`config.mk`:
```
export PLATFORM = sky130hd
export DESIGN_NAME = instr_fetch_seq
export DESIGN_NICKNAME = d
export VERILOG_FILES = /design/src/rtl/instr_fetch_seq_pkg.sv /design/src/rtl/instr_fetch_seq_next_pc_calc.sv /design/src/rtl/instr_fetch_seq.sv
export SDC_FILE = /design/constraint.sdc
export NUM_CORES = 1
export LEC_CHECK = 0
export ABC_AREA = 1
export CAP_MARGIN = 20
export CELL_PAD_IN_SITES_DETAIL_PLACEMENT = 1
export CELL_PAD_IN_SITES_GLOBAL_PLACEMENT = 2
export CORE_MARGIN = 2
export CORE_UTILIZATION = 31
export DETAILED_ROUTE_END_ITERATION = 10
export PLACE_DENSITY = 0.94
export SYNTH_ARGS = -nofsm -noshare
export SYNTH_HDL_FRONTEND = slang
export SYNTH_HIERARCHICAL = 1
export SYNTH_SLANG_ARGS = --single-unit
```
`constraint.sdc`:
```
create_clock -name clk_i -period 6.12 [get_ports clk_i]
set_clock_uncertainty 0.05 [all_clocks]
set_input_delay 0.612 -clock clk_i [delete_from_list [all_inputs] [get_ports clk_i]]
set_output_delay 0.612 -clock clk_i [all_outputs]
set_load 0.01 [all_outputs]
```
`src/rtl/instr_fetch_seq_pkg.sv`:
```
// Shared definitions for the instruction fetch sequencer: opcode constants,
// PCSrc encodings, the fetch-state enum and the instruction width.
package instr_fetch_seq_pkg;

  localparam int unsigned INSTR_W = 32;

  localparam logic [5:0] OP_HALT   = 6'b111111;
  localparam logic [5:0] OP_J      = 6'b111000;
  localparam logic [2:0] OP_BR_GRP = 3'b110;

  localparam logic [1:0] PCSRC_SEQ = 2'b00;
  localparam logic [1:0] PCSRC_BR  = 2'b01;
  localparam logic [1:0] PCSRC_JMP = 2'b10;

  typedef enum logic [1:0] {
    ST_FETCH = 2'b00,
    ST_ISSUE = 2'b01,
    ST_HALT  = 2'b10,
    ST_ERR   = 2'b11
  } fetch_state_e;

endpackage

```
`src/rtl/instr_fetch_seq_next_pc_calc.sv`:
```
// Combinational next-PC selection: sequential, PC-relative branch or
// region-preserving jump, all modulo 2^32. Reserved PCSrc falls back to pc+4.
module instr_fetch_seq_next_pc_calc
  import instr_fetch_seq_pkg::*;
(
  input  logic [INSTR_W-1:0] cur_pc_i,
  input  logic [25:0]        instr_i,
  input  logic [1:0]         pc_src_i,
  output logic [INSTR_W-1:0] next_pc_o
);

  logic [INSTR_W-1:0] pc_plus4;
  logic [INSTR_W-1:0] br_off;

  assign pc_plus4 = cur_pc_i + 32'd4;
  assign br_off   = {{14{instr_i[15]}}, instr_i[15:0], 2'b00};

  // Pick the target for the selected PC source
  always_comb begin
    next_pc_o = pc_plus4;
    unique case (pc_src_i)
      PCSRC_BR:  next_pc_o = pc_plus4 + br_off;
      PCSRC_JMP: next_pc_o = {pc_plus4[31:28], instr_i[25:0], 2'b00};
      default:   next_pc_o = pc_plus4;
    endcase
  end

endmodule

```
`src/rtl/instr_fetch_seq.sv`:
```
// Instruction fetch sequencer: owns the PC, fetches words over a req/ack
// handshake, issues them to decode/execute and retires them on instr_done.
// Freezes on a retired halt opcode or on a memory ack timeout.
module instr_fetch_seq
  import instr_fetch_seq_pkg::*;
#(
  parameter logic [31:0] RESET_PC    = 32'h0000_0000,
  parameter int unsigned ACK_TIMEOUT = 16,
  parameter int unsigned CNT_W       = 32
) (
  input  logic                clk_i,
  input  logic                rst_ni,
  output logic                imem_req_o,
  output logic [INSTR_W-1:0]  imem_addr_o,
  input  logic                imem_ack_i,
  input  logic [INSTR_W-1:0]  imem_rdata_i,
  output logic                instr_valid_o,
  output logic [INSTR_W-1:0]  instr_o,
  output logic [INSTR_W-1:0]  cur_pc_o,
  input  logic                instr_done_i,
  input  logic                pc_wre_i,
  input  logic [1:0]          pc_src_i,
  output logic                halted_o,
  output logic                fetch_err_o,
  output logic [CNT_W-1:0]    retired_cnt_o
);

  localparam int unsigned TMO_W = $clog2(ACK_TIMEOUT + 1);
  localparam logic [TMO_W-1:0] TMO_LAST = TMO_W'(ACK_TIMEOUT - 1);

  fetch_state_e       state_q, state_d;
  logic [INSTR_W-1:0] pc_q, pc_d;
  logic [INSTR_W-1:0] instr_q, instr_d;
  logic [INSTR_W-1:0] cur_pc_q, cur_pc_d;
  logic [TMO_W-1:0]   tmo_q, tmo_d;
  logic [CNT_W-1:0]   cnt_q, cnt_d;
  logic [INSTR_W-1:0] next_pc;

  instr_fetch_seq_next_pc_calc u_next_pc (
    .cur_pc_i  (cur_pc_q),
    .instr_i   (instr_q[25:0]),
    .pc_src_i  (pc_src_i),
    .next_pc_o (next_pc)
  );

  // FSM state register
  always_ff @(posedge clk_i or negedge rst_ni) begin
    if (!rst_ni) state_q <= ST_FETCH;
    else         state_q <= state_d;
  end

  // Datapath registers: pc, fetched word, its address, timeout and retire counters
  always_ff @(posedge clk_i or negedge rst_ni) begin
    if (!rst_ni) begin
      pc_q     <= RESET_PC;
      instr_q  <= '0;
      cur_pc_q <= RESET_PC;
      tmo_q    <= '0;
      cnt_q    <= '0;
    end else begin
      pc_q     <= pc_d;
      instr_q  <= instr_d;
      cur_pc_q <= cur_pc_d;
      tmo_q    <= tmo_d;
      cnt_q    <= cnt_d;
    end
  end

  // Next state and register updates; an ack in the last timeout cycle still wins
  always_comb begin
    state_d  = state_q;
    pc_d     = pc_q;
    instr_d  = instr_q;
    cur_pc_d = cur_pc_q;
    tmo_d    = tmo_q;
    cnt_d    = cnt_q;
    unique case (state_q)
      ST_FETCH: begin
        if (imem_ack_i) begin
          instr_d  = imem_rdata_i;
          cur_pc_d = pc_q;
          tmo_d    = '0;
          state_d  = ST_ISSUE;
        end else if (tmo_q == TMO_LAST) begin
          tmo_d   = '0;
          state_d = ST_ERR;
        end else begin
          tmo_d = tmo_q + TMO_W'(1);
        end
      end
      ST_ISSUE: begin
        if (instr_done_i) begin
          if (pc_wre_i) begin
            pc_d = next_pc;
            if (cnt_q != {CNT_W{1'b1}}) cnt_d = cnt_q + CNT_W'(1);
            state_d = (instr_q[31:26] == OP_HALT) ? ST_HALT : ST_FETCH;
          end else begin
            state_d = ST_FETCH;
          end
        end
      end
      default: begin
        state_d = state_q;
      end
    endcase
  end

  assign imem_req_o    = rst_ni && (state_q == ST_FETCH);
  assign imem_addr_o   = pc_q;
  assign instr_valid_o = (state_q == ST_ISSUE);
  assign instr_o       = instr_q;
  assign cur_pc_o      = cur_pc_q;
  assign halted_o      = (state_q == ST_HALT);
  assign fetch_err_o   = (state_q == ST_ERR);
  assign retired_cnt_o = cnt_q;

endmodule

```
# Yosys cells after proc, flatten, opt, wreduce, memory -nomap -nowiden
# Cells that the tools add are included.
[word_totals] wordCells=36 reg_bits=135 input_bits=39
[classes] mux=9 n_reduce_logical=7 add_sub_neg=4 n_eq_ne=10
[ops] operator="32-bit one-hot mux with 2 select lines" n=1
[ops] operator="32-bit by 1-bit adder with 32-bit output, second input constant" n=1
[ops] operator="32-bit by 3-bit adder with 32-bit output, second input constant" n=1
[ops] operator="32-bit adder" n=1
[ops] operator="32-bit != test, second input constant" n=1
[ops] operator="2-bit 2-to-1 mux" n=5
[ops] operator="5-bit 2-to-1 mux" n=2
[ops] operator="2-bit equality test, second input constant" n=3
[ops] operator="6-bit equality test, second input constant" n=1
[ops] operator="3-bit AND reduction" n=2
[ops] operator="5-bit by 1-bit adder with 5-bit output, second input constant" n=1
[ops] operator="5-bit by 4-bit equality test with 1-bit output, second input constant" n=1
[ops] operator="2-bit by 1-bit equality test with 1-bit output, second input constant" n=2
[ops] operator="2-bit one-hot mux with 2 select lines" n=1
[ops] operator="4-bit AND reduction" n=1
[ops] operator="3-bit != test, second input constant" n=1
[ops] operator="2-bit zero test" n=1
[ops] operator="2-bit by 1-bit != test with 1-bit output, second input constant" n=1
[ops] operator="2-bit AND reduction" n=1
[ops] operator="2-bit nonzero test" n=1
[ops] operator="1-bit logical AND" n=1

# Logic depth before layout (Yosys ltp)
# Gate-level depths: netlist of the first run.
[depth] ltp_word=5 mapped_depth=24 mapped_depth_nobuf=24

# Cells and area by module
# The synthesis of the first run kept the hierarchy.
[by_module_without_submodules] module="instr_fetch_seq" cells_per_inst=769 seq_area_each_um2=3378.2 n_inst=1 area_each_um2=6119.6
[by_module_without_submodules] module="instr_fetch_seq_next_pc_calc" cells_per_inst=765 seq_area_each_um2=0.0 n_inst=1 area_each_um2=3779.9

# Least setup slack after synthesis of the first run
# Ideal clock, no wire load.
[synth_timing] path_type="reg2reg" start="reg cur_pc_q[2] (netlist: cur_pc_o[2])" end="reg pc_q[29] (netlist: imem_addr_o[29])" path_buffers=0 setup_ps=126 path_slack_ps=3313 period_less_slack_ps=2807 stages_incl_launch_ff=20 required_ps=5944 arrival_ps=2631 cell_sequence="dfrtp_1 ha_1 nand2_1 inv_1 nand2_1 nor3_1 or2_2 and2_1 ha_1 nand2_1 nor2_1 inv_1 nor3_1 nand3_1 nand2_1 nand2_1 nand3_1 nand2_1 nand2_1 o21ai_0"
[synth_between] elab_chain_cells=3
[synth_lines] element="start: declaration" line="instr_fetch_seq.sv:34" rtl="logic [INSTR_W-1:0] cur_pc_q, cur_pc_d;"
[synth_lines] element="start signal: assignment" line="instr_fetch_seq.sv:63" rtl="cur_pc_q <= cur_pc_d;"
[synth_lines] element="32-bit by 3-bit adder with 32-bit output (*)" line="instr_fetch_seq_next_pc_calc.sv:15" rtl="assign pc_plus4 = cur_pc_i + 32'd4;"
[synth_lines] element="32-bit adder" line="instr_fetch_seq_next_pc_calc.sv:22" rtl="PCSRC_BR: next_pc_o = pc_plus4 + br_off;"
[synth_lines] element="32-bit one-hot mux with 2 select lines (*)" line="instr_fetch_seq_next_pc_calc.sv:21" rtl="unique case (pc_src_i)"
[synth_lines] element="via next_pc[29]" line="instr_fetch_seq.sv:37" rtl="logic [INSTR_W-1:0] next_pc;"
[synth_lines] element="end signal: assignment" line="instr_fetch_seq.sv:61" rtl="pc_q <= pc_d;"
[synth_lines] element="end: declaration" line="instr_fetch_seq.sv:32" rtl="logic [INSTR_W-1:0] pc_q, pc_d;"
# Mark *: on every way through the listed nets, which the timed path passes. The rest lies on a longest branch.
# A chain may end at the register's enable or synchronous reset.

# Worst setup path in the final report of the first run
# Same ends and word-level chain as after synthesis.

==> out/results.ini, run 1 <==
[cts]
clk_latency_ns = 0.43
cts_tree = done
clockRootBuffer = clkbuf_16
h-tree-depth = 4
cts_resized = 0
postCtsSetupBuffers = 0
numCtsBuffers = 17
hold_buffers = 0
path_clk_slew_ns = 0.06
clockBufferDepth = 2
cts_sinks = 135

[worst_setup_path]
reg2regPathDepth = 20
cp.arrival_ns = 3.99
end_kind = register
r2r_slack_ns = 2.35
path_common_cell = nand2_1
startpoint_type = register
path_max_fanout = 6
crit_path_end = imem_addr_o[29]
path_class = reg -> reg
regToRegStartpoint = cur_pc_o[2]
r2r_end = imem_addr_o[29]
path_cells = ha_1, nand2_1, nor2_4, nand2_1, inv_1, nand4_1, xor2_1, inv_2, ha_1, nand2_1, nor2_1, inv_1, nor3_1, nand3_1, nand2_1, nand2_1, nand3_1, nand2_1, nand2_1, o21ai_0
cp_slowest_cell = dfrtp_1
critPathRequiredTime_ns = 6.35
critPathMaxStageDelay_ns = 0.45
worstSetupStartpoint = cur_pc_o[2]

[yosys]
ys_types = 42
syn_avg_cell_area_sq_um = 6.45
synth_area_sq_mm = 0.00990
synth_flop_cell = dfrtp_1
synth_compound_area_share_pct = 9.37
ys_ff_latch = 135
seq_area_frac_synth_pct = 34.1
synth-edff-count = 0
synthesis.instances = 1534
synthArstFlopShare_pct = 100
synth_top_family_by_area = simple AND/OR/NAND/NOR gates
muxShareOfSynthArea_pct = 0
yosys_warnings = 6
synth_xor_area_share_pct = 2.57
yosys.area_share.adder_pct = 5.13
syn-num-nets = 1613
synthSimpleGateAreaFrac_pct = 38.9

[floorplanning]
fp.coreArea_sq_mm = 0.0315
die_w_um = 183
std_cell_rows = 65
fp.dieH_um = 183
io-pin-count = 171
die-area_sq_mm = 0.0334
initial_core_util_pct = 31.5

[sta]
relSlewSlack_pct = 39.6
grt_setup_unrepaired = false
setup_violations = 0
maxSlewViolCount = 0
period_needed_ns = 3.77
hold_viol_final = 0
tightest_slew_ns = 0.907
min_period_over_period_pct = 61.5
tns_ns = 0
fmax_mhz = 265

[grt]
grtUsageMet3_pct = 3.49
antenna_found_initial = 0
track_usage_pct = 23.2
grt-busiest-layer = met2
grt_max_degree = 78
grt_pass1_vias = 10900
use_met1_pct = 30.0
grt_pass1_wl_mm = 60.1
use_met2_pct = 39.3
globalRouteOverflowTotal = 0

[routing]
route.antenna.remaining_nets = 0
drt_iter0_markers = 599
wl_per_cell_um = 18.2
vias_per_cell = 5.01
drt-total-wl_mm = 38.3
drc_errors = 0
routed-via-count = 10600
firstDrtPassIters = 4

[place]
dp.cells = 2076
hpwl_mm = 30.0
place_congestion = 0.952
port_buffers = 170

[layout]
area_delta_synth_final_pct = 26.5
fin_cells = 2108
final.fill_count = 4000
nNetsFinal = 1772
drive_gt1_share_pct = 5.10
final_core_util_pct = 39.8
final_common_cell = nand2_1
final_cell_mix = nand2_1 (606), inv_1 (198), clkdlybuf4s50_1 (169)
multi_input_area_sq_mm = 0.00555
final-seq-area_sq_mm = 0.00338
antenna_cells = 0

[pwr]
ir_worst_vdd_mv = 0.169
power.leakage_nw = 6.29
power.density_mw_per_mm2 = 190

[status]
status = finished, final reports clean

[min_path]
hold_path_class = in -> async

[job]
max_cap_viol_count = 0

==> through the flow <==
step / worst slack (ns) / hold slack, ns / cell area (sq um) / power, mW
after global placement: 2.51 / 0.437 / 12000 / 1.39
after CTS: 2.37 / 0.202 / 12500 / 2.41
final: 2.35 / 0.161 / 12500 / 2.38
after floorplan: 3.31 / 0.266 / 9900 / 1.20
after global routing: 2.00 / 0.207 / 12500 / 2.49
after detailed placement: 2.44 / 0.453 / 12000 / 1.40
==> critical path: cells and delay by family (launching register included) <==
family	cells	cell delay (ns)
AOI/OAI and AO/OA	1	0.09
xor gates and xnor gates	1	0.25
buffers and inverters	3	0.25
and+or+nand+nor	13	1.94
DFF	1	0.45
adders and majority gates	2	0.58
==> kinds of logic (layout without fill, tap and decap cells) <==
family | after synthesis | after routing
xor+xnor | 29 | 29
fa+ha+maj | 40 | 40
simple gates | 911 | 911
buf+inv | 244 | 416
flops | 135 | 135
compound gates | 175 | 175
==> state kept, by name (all words and copies together) (netlist names) <==
name,flops
state_q,2
tmo_q,5
imem_addr_o,32
retired_cnt_o,32
cur_pc_o,32
instr_o,32
==> synth_stat cells, types with 5 or more instances <==
cell / count / area, sq um
nand2_1: 606 / 2270
inv_1: 198 / 743
dfrtp_1: 135 / 3380
nor2_1: 129 / 484
nand3_1: 90 / 450
o21ai_0: 84 / 420
a21oi_1: 70 / 350
ha_1: 39 / 488
nand4_1: 20 / 125
clkbuf_1: 18 / 67.6
xor2_1: 18 / 158
nor3_1: 11 / 55.1
or2_2: 11 / 68.8
xnor2_1: 11 / 96.3
buf_2: 9 / 45.0
nand3b_1: 9 / 67.6
inv_2: 7 / 26.3
nor2_4: 7 / 78.8
a22oi_1: 6 / 45.0
nand2_4: 6 / 67.6
nor2_2: 6 / 37.5
o21bai_1: 6 / 45.0
buf_4: 5 / 37.5
==> final cells by class <==
type | instances | share of cell area [%]
Clock buffer | 18 | 3.43
Clock inverter | 14 | 0.999
Inverter | 207 | 6.22
Multi-Input combinational cell | 1155 | 44.3
Sequential cell | 135 | 27.0
Tap cell | 402 | 4.02
Timing Repair Buffer | 177 | 14.0
==> power breakdown <==
| group | leakage (nW) | internal (mW) | switching, mW | total [mW] |
|---|---|---|---|---|
| Combinational | 4.44 | 0.163 | 0.275 | 0.438 |
| Sequential | 1.58 | 0.914 | 0.0415 | 0.955 |
| Clock | 0.267 | 0.560 | 0.428 | 0.989 |
==> metal layers <==
| metal | routed length (um) | vias to the layer above | share of wire, % |
|---|---|---|---|
| met5 | 0 | - | 0 |
| met4 | 1060 | 0 | 2.8 |
| met3 | 1610 | 56 | 4.2 |
| met2 | 18300 | 223 | 48 |
| met1 | 17300 | 5161 | 45 |
| li1 | - | 5123 | - |
==> worst min-delay path by stage <==
stage,start,endpoint,slack (ns)
finish,rst_ni,tmo_q[1],0.16
global placement,instr_o[31],instr_o[31],0.44
CTS,rst_ni,tmo_q[1],0.20
detailed placement,instr_o[29],instr_o[29],0.45
global route,rst_ni,tmo_q[2],0.21
floorplan,rst_ni,cur_pc_o[0],0.27
Note: power is estimated with default switching activity, not from simulation.
==> run 2, diff against run 1 <==
--- a/config.mk
+++ b/config.mk
@@ -10,9 +10,9 @@
 export CELL_PAD_IN_SITES_DETAIL_PLACEMENT = 1
 export CELL_PAD_IN_SITES_GLOBAL_PLACEMENT = 2
 export CORE_MARGIN = 2
-export CORE_UTILIZATION = 31
+export CORE_UTILIZATION = 29
 export DETAILED_ROUTE_END_ITERATION = 10
-export PLACE_DENSITY = 0.94
+export PLACE_DENSITY = 0.89
 export SYNTH_ARGS = -nofsm -noshare
 export SYNTH_HDL_FRONTEND = slang
 export SYNTH_HIERARCHICAL = 1
==> constraint.sdc (replaced) <==
create_clock -name clk_i -period 3.5 [get_ports clk_i]
set_clock_uncertainty 0.05 [all_clocks]
set_input_delay 0.35 -clock clk_i [delete_from_list [all_inputs] [get_ports clk_i]]
set_output_delay 0.35 -clock clk_i [all_outputs]
set_load 0.01 [all_outputs]
==> out/results.ini, run 2 (synthesis gave the netlist of run 1 again) <==
[status]
status = complete, but fails checks  ; was finished, final reports clean
violations = hold timing

[pwr]
power.density_mw_per_mm2 = 341  ; was 190 mW/mm^2
power.leakage_nw = 6.54  ; was 6.29 nW
ir_worst_vdd_mv = 0.325  ; was 0.169 mV

[layout]
nNetsFinal = 1810  ; was 1,772
drive_gt1_share_pct = 10.4  ; was 5.10%
final_cell_mix = nand2_1 (600), inv_1 (198), clkdlybuf4s50_1 (169)  ; was nand2_1 (606), inv_1 (198), clkdlybuf4s50_1 (169)
final_common_cell = nand2_1  ; unchanged
fin_cells = 2193  ; was 2,108
final.fill_count = 4213  ; was 4,000
area_delta_synth_final_pct = 33.5  ; was 26.5%

[place]
hpwl_mm = 31.0  ; was 30.0 mm
port_buffers = 170  ; unchanged
dp.cells = 2156  ; was 2,076
pre_cts_slack_ns = -0.265  ; was 2.44 ns
place_congestion = 0.892  ; was 0.952

[floorplanning]
fp.coreArea_sq_mm = 0.0336  ; was 0.0315 sq mm
fp.dieH_um = 189  ; was 183 um
std_cell_rows = 67  ; was 65
io-pin-count = 171  ; unchanged
initial_core_util_pct = 29.4  ; was 31.5%
die-area_sq_mm = 0.0356  ; was 0.0334 sq mm
die_w_um = 189  ; was 183 um

[sta]
setup_ws_ns = 0.0912  ; was 2.35 ns
maxSlewViolCount = 0  ; unchanged
setup_violations = 0  ; unchanged
tns_ns = 0  ; unchanged
min_period_over_period_pct = 97.4  ; was 61.5%
tightest_slew_ns = 0.839  ; was 0.907 ns
fmax_mhz = 293  ; was 265 MHz
period_needed_ns = 3.41  ; was 3.77 ns
grt_setup_unrepaired = true  ; was false
relSlewSlack_pct = 44.0  ; was 39.6%
whs_ns = -0.0404  ; was 0.161 ns
hold_viol_final = 36  ; was 0

[routing]
wl_per_cell_um = 18.1  ; was 18.2 um
routed-via-count = 10600  ; about the same
drt-total-wl_mm = 39.7  ; was 38.3 mm
vias_per_cell = 4.83  ; was 5.01
firstDrtPassIters = 5  ; was 4
drt_iter0_markers = 518  ; was 599
drc_errors = 0  ; unchanged
route.antenna.remaining_nets = 0  ; unchanged

[grt]
use_met2_pct = 38.9  ; was 39.3%
grt-busiest-layer = met2  ; unchanged
track_usage_pct = 22.6  ; was 23.2%
grt_max_degree = 136  ; was 78
antenna_found_initial = 0  ; unchanged
globalRouteOverflowTotal = 0  ; unchanged
use_met1_pct = 29.1  ; was 30.0%
grt_pass1_wl_mm = 62.5  ; was 60.1 mm
grtUsageMet3_pct = 3.54  ; was 3.49%
grt_pass1_vias = 11200  ; was 10.9k

[cts]
h-tree-depth = 4  ; unchanged
path_clk_slew_ns = 0.07  ; was 0.06 ns
clk_latency_ns = 0.44  ; was 0.43 ns
cts_tree = done  ; unchanged
cts_sinks = 135  ; unchanged
numCtsBuffers = 17  ; unchanged
clockRootBuffer = clkbuf_16  ; unchanged
hold_buffers = 0  ; unchanged
clockBufferDepth = 2  ; unchanged

[worst_setup_path]
regToRegStartpoint = cur_pc_o[3]  ; was cur_pc_o[2]
startpoint_type = register  ; unchanged
crit_path_end = imem_addr_o[20]  ; was imem_addr_o[29]
r2r_slack_ns = 0.09  ; was 2.35 ns
path_max_fanout = 6  ; unchanged
worstSetupStartpoint = cur_pc_o[3]  ; was cur_pc_o[2]
path_class = reg -> reg  ; unchanged
cp.arrival_ns = 3.70  ; was 3.99 ns
reg2regPathDepth = 22  ; was 20
critPathRequiredTime_ns = 3.79  ; was 6.35 ns
r2r_end = imem_addr_o[20]  ; was imem_addr_o[29]
end_kind = register  ; unchanged

[job]
max_cap_viol_count = 0  ; unchanged

[min_path]
hold_path_class = in -> async  ; unchanged

run 2: changes by cell type in the layout (fill, tap and decap cells not counted), sizes merged:
cell,delta
buf,+38
bufinv,+3
clkbuf,-1
clkinv,-3
clkinvlp,+2
diode,+1
inv,-1
run 2: layout make-up:
cell class	instances	area (sq um)	share of cell area [%]
tap	448	561	4.24
sequential	135	3380	25.6
inverter	207	779	5.90
clock inverter	15	201	1.52
antenna	1	2.50	0.0189
clock buffer	17	425	3.22
multi-input combinational	1155	5800	43.9
timing repair buffer	215	2070	15.6
run 2: repair_timing:
item | 4_1_cts | 5_1_grt
setup buffers | 0 | 4
endpoints found under the setup margin | 2 | 21
pin swaps | 1 | 10
resized for setup | 7 | 60
run 2: report_power, final:
group / leakage, nW / total (mW) / switching [mW] / internal [mW]
registers: 1.58 / 1.66 / 0.0627 / 1.60
clock network: 0.293 / 1.98 / 0.787 / 1.20
logic: 4.66 / 0.858 / 0.523 / 0.334
total: 6.54 / 4.50 / 1.37 / 3.13
run 2: routing by layer:
| layer | vias to the layer above | wire [um] |
|---|---|---|
| li1 | 5187 | - |
| met2 | 184 | 19400 |
| met5 | - | 0 |
| met3 | 38 | 1450 |
| met1 | 5193 | 18000 |
| met4 | 0 | 891 |
run 2: worst min path at each step:
stage	to	cells past startpoint	start
6_report	instr_o[30]	2	rst_ni
5_1_grt	instr_o[30]	2	rst_ni
4_1_cts	instr_o[30]	2	rst_ni
3_5_place_dp	instr_o[28]	2	instr_o[28]
3_3_place_gp	instr_o[29]	2	instr_o[29]
2_1_floorplan	cur_pc_o[0]	0	rst_ni
run 2: critical path, stage by stage, from the launching register on:
cell,delay (ns)
dfrtp_1,0.41
ha_2,0.22
nand2_1,0.11
nor2_4,0.24
nand2_1,0.12
nor2_2,0.21
or2_2,0.15
nand2_1,0.06
inv_1,0.06
ha_1,0.28
nand2_1,0.18
inv_1,0.07
nand2_1,0.07
nand2_1,0.08
inv_1,0.07
nand3_1,0.14
nand2_1,0.12
nand2_1,0.09
nand2_1,0.07
nand3_1,0.14
a21oi_1,0.19
nand2_1,0.08
o21ai_0,0.11
run 2: per-stage QoR:
step                      utilization (%)  hold slack (ns)  power [mW]  area, sq um
after global placement               36.6            0.433        2.48        12300
after global routing                 39.3           0.0380        4.71        13200
after detailed placement             36.6            0.444        2.50        12300
after CTS                            38.5           0.0341        4.51        13000
final                                39.3          -0.0404        4.50        13200
after floorplan                         -          0.00441        2.10         9900
